`config.mk`:
```
export PLATFORM = sky130hd
export DESIGN_NAME = down_cntr_tc
export DESIGN_NICKNAME = d
export VERILOG_FILES = /design/src/rtl/down_cntr_tc.sv
export SDC_FILE = /design/constraint.sdc
export NUM_CORES = 1
export LEC_CHECK = 0
export CAP_MARGIN = 15
export CORE_UTILIZATION = 35
export CTS_CLUSTER_SIZE = 20
export DETAILED_ROUTE_END_ITERATION = 7
export GPL_TIMING_DRIVEN = 0
export PLACE_DENSITY = 0.64
export SLEW_MARGIN = 25
export SYNTH_ARGS = -nofsm -noshare
export SYNTH_HDL_FRONTEND = slang
export SYNTH_SLANG_ARGS = --single-unit
```
`constraint.sdc`:
```
create_clock -name clk -period 1.8 [get_ports clk]
set_clock_uncertainty 0.05 [all_clocks]
set_input_delay 0.18 -clock clk [delete_from_list [all_inputs] [get_ports clk]]
set_output_delay 0.18 -clock clk [all_outputs]
set_load 0.02 [all_outputs]
```
`src/rtl/down_cntr_tc.sv`:
```
`timescale 1ns / 1ps
`default_nettype none
// ============================================================================
// Module   : down_cntr_tc
// Purpose  : Prescaled, loadable, synchronous down counter with a one-cycle
//            terminal-count pulse. A single clock is used throughout; the
//            prescaler produces an internal tick enable instead of a derived
//            clock. Supports one-shot and auto-reload operation.
// Revision : 1.0 - initial release
// ============================================================================
module down_cntr_tc #(
  parameter int WIDTH = 4,
  parameter int DIV   = 50_000_000
) (
  input  logic             clk,
  input  logic             clr,
  input  logic             ld,
  input  logic [WIDTH-1:0] d,
  input  logic             en,
  input  logic             reload,
  output logic [WIDTH-1:0] q,
  output logic [WIDTH-1:0] qb,
  output logic             tc,
  output logic             busy
);

  // State encoding
  localparam logic [1:0] ST_IDLE  = 2'd0;
  localparam logic [1:0] ST_RUN   = 2'd1;
  localparam logic [1:0] ST_PAUSE = 2'd2;
  localparam logic [1:0] ST_DONE  = 2'd3;

  // Prescaler width; a DIV of 1 needs no prescaler storage at all.
  localparam int PW = (DIV > 1) ? $clog2(DIV) : 1;

  localparam logic [WIDTH-1:0] CNT_ONE = WIDTH'(1);

  logic [1:0]       state_q, state_d;
  logic [WIDTH-1:0] cnt_q, cnt_d;
  logic [WIDTH-1:0] rl_q, rl_d;
  logic             tc_q, tc_d;
  logic             run;
  logic             tick;

  assign run = (state_q == ST_RUN);

  // --------------------------------------------------------------------------
  // Prescaler: advances only while RUN, wraps on tick, cleared by load.
  // PAUSE holds it so a paused count resumes exactly where it stopped.
  // --------------------------------------------------------------------------
  generate
    if (DIV == 1) begin : g_presc_div1
      assign tick = run;
    end else begin : g_presc_divn
      localparam logic [PW-1:0] PRESC_MAX = PW'(DIV - 1);
      logic [PW-1:0] presc_q, presc_d;

      assign tick = run && (presc_q == PRESC_MAX);

      // Next prescaler value: load clears, RUN advances/wraps, else hold
      always_comb begin
        presc_d = presc_q;
        if (ld) begin
          presc_d = '0;
        end else if (run) begin
          presc_d = tick ? '0 : presc_q + PW'(1);
        end
      end

      // Prescaler register with asynchronous clear
      always_ff @(posedge clk or negedge clr) begin
        if (!clr) begin
          presc_q <= '0;
        end else begin
          presc_q <= presc_d;
        end
      end
    end
  endgenerate

  // --------------------------------------------------------------------------
  // Next-state logic. Load has top priority and suppresses any tick on the
  // same edge. tc defaults low so it is exactly one cycle wide.
  // --------------------------------------------------------------------------
  always_comb begin
    state_d = state_q;
    cnt_d   = cnt_q;
    rl_d    = rl_q;
    tc_d    = 1'b0;

    if (ld) begin
      cnt_d = d;
      rl_d  = d;
      if (d == '0) begin
        state_d = ST_DONE;
      end else if (en) begin
        state_d = ST_RUN;
      end else begin
        state_d = ST_PAUSE;
      end
    end else begin
      case (state_q)
        ST_RUN: begin
          // A RUN edge with en low still counts; only later edges freeze.
          state_d = en ? ST_RUN : ST_PAUSE;
          if (tick) begin
            if (cnt_q > CNT_ONE) begin
              cnt_d = cnt_q - CNT_ONE;
            end else if (cnt_q == CNT_ONE) begin
              tc_d = 1'b1;
              if (reload) begin
                cnt_d = rl_q;
              end else begin
                cnt_d   = '0;
                state_d = ST_DONE;
              end
            end else begin
              // Zero in RUN is unreachable; park safely without wrapping.
              state_d = ST_DONE;
            end
          end
        end
        ST_PAUSE: begin
          if (en) begin
            state_d = ST_RUN;
          end
        end
        ST_IDLE,
        ST_DONE: begin
          state_d = state_q;
        end
        default: begin
          state_d = ST_IDLE;
        end
      endcase
    end
  end

  // Main state, count, reload and tc registers with asynchronous clear
  always_ff @(posedge clk or negedge clr) begin
    if (!clr) begin
      state_q <= ST_IDLE;
      cnt_q   <= '0;
      rl_q    <= '0;
      tc_q    <= 1'b0;
    end else begin
      state_q <= state_d;
      cnt_q   <= cnt_d;
      rl_q    <= rl_d;
      tc_q    <= tc_d;
    end
  end

  // Outputs come straight from registers (qb is a pure inversion of q)
  assign q    = cnt_q;
  assign qb   = ~cnt_q;
  assign tc   = tc_q;
  assign busy = (state_q == ST_RUN) || (state_q == ST_PAUSE);

endmodule
`default_nettype wire

```
* Word level (Yosys, flattened, before mapping) *
Index checks and enable logic that the tools add are counted.

storage, ports and cells
  flip-flop bits (word level) = 37
  latch bits = 0
  memory bits (writable) = 0
  bits in read-only memories = 0
  bits of input ports = 9
  output and inout bits = 10
  word-level logic and storage cells = 49
  memories = 0

operators by class
  add/subtract/negate cells = 2
  multiply operators = 0
  div/mod/pow operators = 0
  order comparisons = 1
  equality and inequality tests = 7
  shift operators = 0
  muxes and demuxes = 23
  bitwise logic cells = 1
  reduce and logical (&&, ||, !) cells = 10

operators with widths
  cell                                                                  number
  26-bit two-way mux                                                    3
  26-bit by 1-bit adder with 26-bit output, second input constant       1
  26-bit == test, second input constant                                 1
  4-bit two-way mux                                                     6
  2-bit two-way mux                                                     8
  1-bit two-way mux                                                     5
  2-bit == test, second input constant                                  2
  4-bit by 1-bit == test with 1-bit output, second input constant       1
  4-bit by 1-bit > comparator with 1-bit output, second input constant  1
  4-bit logical NOT                                                     1
  4-bit NOT                                                             1
  2-bit one-hot mux with 2 select lines                                 1
  2-bit nonzero test                                                    2
  4-bit by 1-bit subtractor with 4-bit output, second input constant    1
  3-bit inequality test, second input constant                          1
  3-bit AND reduction                                                   1
  3-bit nonzero test                                                    1
  2-bit by 1-bit == test with 1-bit output, second input constant       1
  2-bit logical NOT                                                     1
  2-bit inequality test, second input constant                          1
  2-bit AND reduction                                                   1
  2-bit OR reduction                                                    1
  1-bit logical AND                                                     1
  1-bit logical OR                                                      1

* Longest topological paths before layout *
  depth after elaboration = 7
  mapped depth = 9
  mapped depth without buffers = 7

* Least setup slack after synthesis *
Ideal clock, no wire load.

  path type = register to register
  start = reg g_presc_divn.presc_q[0]
  end = reg cnt_q[2] (netlist: q[2])
  setup time = 83 ps
  arrival time = 1831 ps
  data required time = 1667 ps
  slack = -164 ps
  cell stages (with the launch flop) = 8
  buffers on the path = 1
  period minus slack after synthesis = 1964 ps
  cell sequence = dfrtp_1 > ha_1 > nand2_1 > or2_2 > buf_2 > nor3_4 > mux2_2 > o21ai_0

on the way
  longest elaborated chain between the ends = 4

ends and longest elaborated chain
  element                        RTL line  RTL
  start: declaration             56        logic [PW-1:0] presc_q, presc_d;
  start signal: assignment       75        presc_q <= presc_d;
  26-bit == test                 58        assign tick = run && (presc_q == PRESC_MAX);
  1-bit logical AND              58
  2-bit nonzero test (no line)   n/a
  3-bit AND reduction (no line)  n/a
  end signal: assignment         148       cnt_q <= cnt_d;
  end: declaration               39        logic [WIDTH-1:0] cnt_q, cnt_d;

No other way between the ends.
A chain may end at the register's enable or synchronous reset.

* Worst setup path after layout *
  start = reg g_presc_divn.presc_q[13]
  end = reg g_presc_divn.presc_q[21]

on the way
  longest elaborated chain between the ends = 5
  elaborated cells between the ends (all ways) = 6
  those cells by class = add/sub: 1; eq/ne: 1; mux: 3; reduce/logical: 1

ends and longest elaborated chain
  element                                                                                           RTL line  RTL
  parallel branches: the longest is 2 deep, another holds 26-bit by 1-bit adder with 26-bit output  n/a
  26-bit two-way mux (*)                                                                            66        presc_d = tick ? '0 : presc_q + PW'(1);
  26-bit two-way mux (*)                                                                            65        end else if (run) begin
  26-bit two-way mux (*)                                                                            63        if (ld) begin

Every way passes the cells marked *. The select of a mux whose other input is x is not followed.

==> impl_metrics.ini <==
[floorplanning]
die_y_um = 79.9
fp.coreArea_sq_um = 5890
die_x_um = 79.9
dieArea_sq_um = 6390
num_rows = 28
io_pins = 19
start_util = 0.361

[route]
vias_per_cell = 5.48
avgRoutedWirePerCell_um = 16.4
drtPass1Iterations = 4
dr.first_iter.drc_count = 122
antenna_left = 0
drc = 0
vias = 2027
routed_wl_um = 6070

[cts]
clockBufferDepth = 2
clk_pin_slew_ns = 0.08
worstSkewPairLatency_ns = 0.30
htree_num_levels = 2
cts_tree = done
cts_root_buffer = clkbuf_8
clock_sinks = 37
cts_made_buffers = 5

[logic_synthesis]
syn_nets = 244
synthTopCellsByArea = dfrtp_1 (44%), nor2_1 (5.8%), xor2_1 (5.4%), nand4_1 (4.1%), xnor2_1 (3.7%)
yosys_register_bits = 37
synthesis.instances = 230
synth_top_area_frac = 0.436
synth.avg_cell_area_sq_um = 9.24
synth.yosys.seq_area_share = 0.436
yosys_warnings = 0
ys_types = 43
synthesis.area_sq_um = 2120
yosysTopAreaCell = dfrtp_1

[global_route]
antenna_found_initial = 0
grt_pass1_vias = 1985
grt.overflow.total = 0
grt_usage = 0.199
grt_pass1_wl_um = 9540
grt_max_degree = 22

[run_status]
failed_checks = negative setup slack
status = finished with violations

[power]
finalPower_mw = 2.08
p_sw_mw = 0.643
powerDensity_nw_per_um2 = 646
p_clk_frac = 0.296
power.leakage_nw = 1.26
seqPwrFrac = 0.435
power_frac_comb = 0.268
max-vdd-ir-drop_v = 0.000358
p_int_mw = 1.44
swShare = 0.309

[cells_and_area]
multi_input_area_sq_um = 1440
final_area_sq_um = 3220
diodes = 0
stdcell_count = 370
final_cell_mix = buf_4 (35), dfrtp_1 (26), nor2_2 (15), clkdlybuf4s50_1 (15)
final_common_cell = buf_4
fillers = 511
fin_nets = 309
regArea_sq_um = 940
area_growth_pct = 51.8
final_layout_size_suffix_gt1_frac = 0.437

[sta]
holdWs_ns = 0.312
finalSetupViolCount = 27
timing.final.ws_setup_ns = -0.0798
tightestPinTransition_ns = 0.518
min_period_ns = 1.88
report.final.hold_viol_count = 0
min_period_over_period = 1.04
max_clock_freq_ghz = 0.532
report.final.slew_viol_count = 0
rsz0062_at_grt = yes
relSlewSlack = 0.653

[setup_path]
r2r_start = g_presc_divn.presc_q[13]
endpoint_kind = flop
crit_arrival_ns = 2.01
crit_path_start = g_presc_divn.presc_q[13]
worstPathMaxFanout = 6
rrSetupSlack_ns = -0.08
path_class = reg2reg
rr_worst_depth = 7
worstSetupStartpointType = flop
endpoint = g_presc_divn.presc_q[21]
r2r-end = g_presc_divn.presc_q[21]
cp.required_ns = 1.93

[placement]
post-place-ws_ns = -0.327
placed_area_sq_um = 2470
io_buffer_count = 18
place.gp.congestion = 0.848
dpl.hpwl_um = 3470
dp_cells = 324

[worst_hold_path]
hp-class = in2async

[job]
maxCapViolations = 0
worst min path at each step:
stage / cells after the start / endpoint / startpoint
6_report: 2 / g_presc_divn.presc_q[7] / clr
5_1_grt: 2 / g_presc_divn.presc_q[7] / clr
4_1_cts: 2 / g_presc_divn.presc_q[7] / clr
3_5_place_dp: 1 / g_presc_divn.presc_q[7] / clr
3_3_place_gp: 1 / rl_q[0] / rl_q[0]
2_1_floorplan: 0 / g_presc_divn.presc_q[0] / clr
Yosys cell counts (all sizes together):
cell,count
dfrtp,37
nor2,33
inv,15
nand4,15
xor2,13
nand2,12
nand3,11
a21oi,10
nor4,9
xnor2,9
o21ai,6
clkbuf,5
ha,5
nor3,5
mux2,4
o211ai,4
buf,3
o22ai,3
and4,2
mux2i,2
nand3b,2
nand4b,2
nor2b,2
nor4bb,2
o31ai,2
o41ai,2
or2,2
or4,2
a211oi,1
a21boi,1
and3,1
and4bb,1
nand2b,1
nor3b,1
nor4b,1
o2bb2ai,1
o32a,1
o32ai,1
or3,1
registers in the layout, summed over array words and instances (netlist names):
| register | flops |
|---|---|
| state_q | 2 |
| rl_q | 4 |
| q | 4 |
| tc | 1 |
| g_presc_divn.presc_q | 26 |
final cells by class:
| type | instances | share of cell area |
|---|---|---|
| Multi-Input combinational cell | 170 | 0.447 |
| Timing Repair Buffer | 61 | 0.168 |
| Buffer | 5 | 0.0198 |
| Clock buffer | 6 | 0.0256 |
| Inverter | 15 | 0.0175 |
| Sequential cell | 37 | 0.291 |
| Tap cell | 75 | 0.0291 |
| Clock inverter | 1 | 0.00233 |
worst max-delay path, cell delays in order, from the launching register on:
cell and delay, ns:
dfrtp_2 0.44, and4_2 0.32, nand3_2 0.20, nor3_4 0.24, buf_4 0.14, or2_4 0.18
buf_8 0.15, nor2_1 0.04
metal layers:
layer	vias up	global-route usage	share of wire
met5	-	0	0
met1	1012	0.235	0.42
met2	49	0.333	0.52
met3	16	0.0469	0.035
met4	0	0.105	0.025
li1	950	-	-
per-stage QoR:
| stage | setup TNS [ns] | util |
|---|---|---|
| floorplan | -0.184 | - |
| global placement | -23.52 | 0.416 |
| detailed placement | -8.37 | 0.419 |
| CTS | -0.0112 | 0.506 |
| global route | -3.35 | 0.548 |
| finish | -1.68 | 0.548 |
logic make-up (layout without fill, tap and decap cells):
kind of cell,after synthesis,in the layout,synth area share
and+or+nand+nor,105,105,0.275
buffers and inverters,23,88,0.0424
adders and majority gates,5,5,0.0294
DFF,37,37,0.436
muxes,6,6,0.0306
xor gates and xnor gates,22,22,0.0907
AOI/OAI and AO/OA,32,32,0.0960
power groups by stage:
stage          logic [mW]  clock network, mW  registers (mW)
6_report            0.559              0.617           0.907
5_1_grt             0.602              0.677           0.913
4_1_cts             0.500              0.632           0.898
3_5_place_dp        0.395                  0           0.922
3_3_place_gp        0.386                  0           0.919
2_1_floorplan       0.239                  0           0.922
what timing repair did:
action / in CTS / in global routing
buffers inserted: 31 / 8
gates cloned: 2 / 0
hold endpoints to repair: 16 / 0
resized for setup: 48 / 52
pin swaps: 17 / 23
setup endpoints to repair: 33 / 37
hold buffers: 1 / 0
Power figures use the tool's default switching activity.
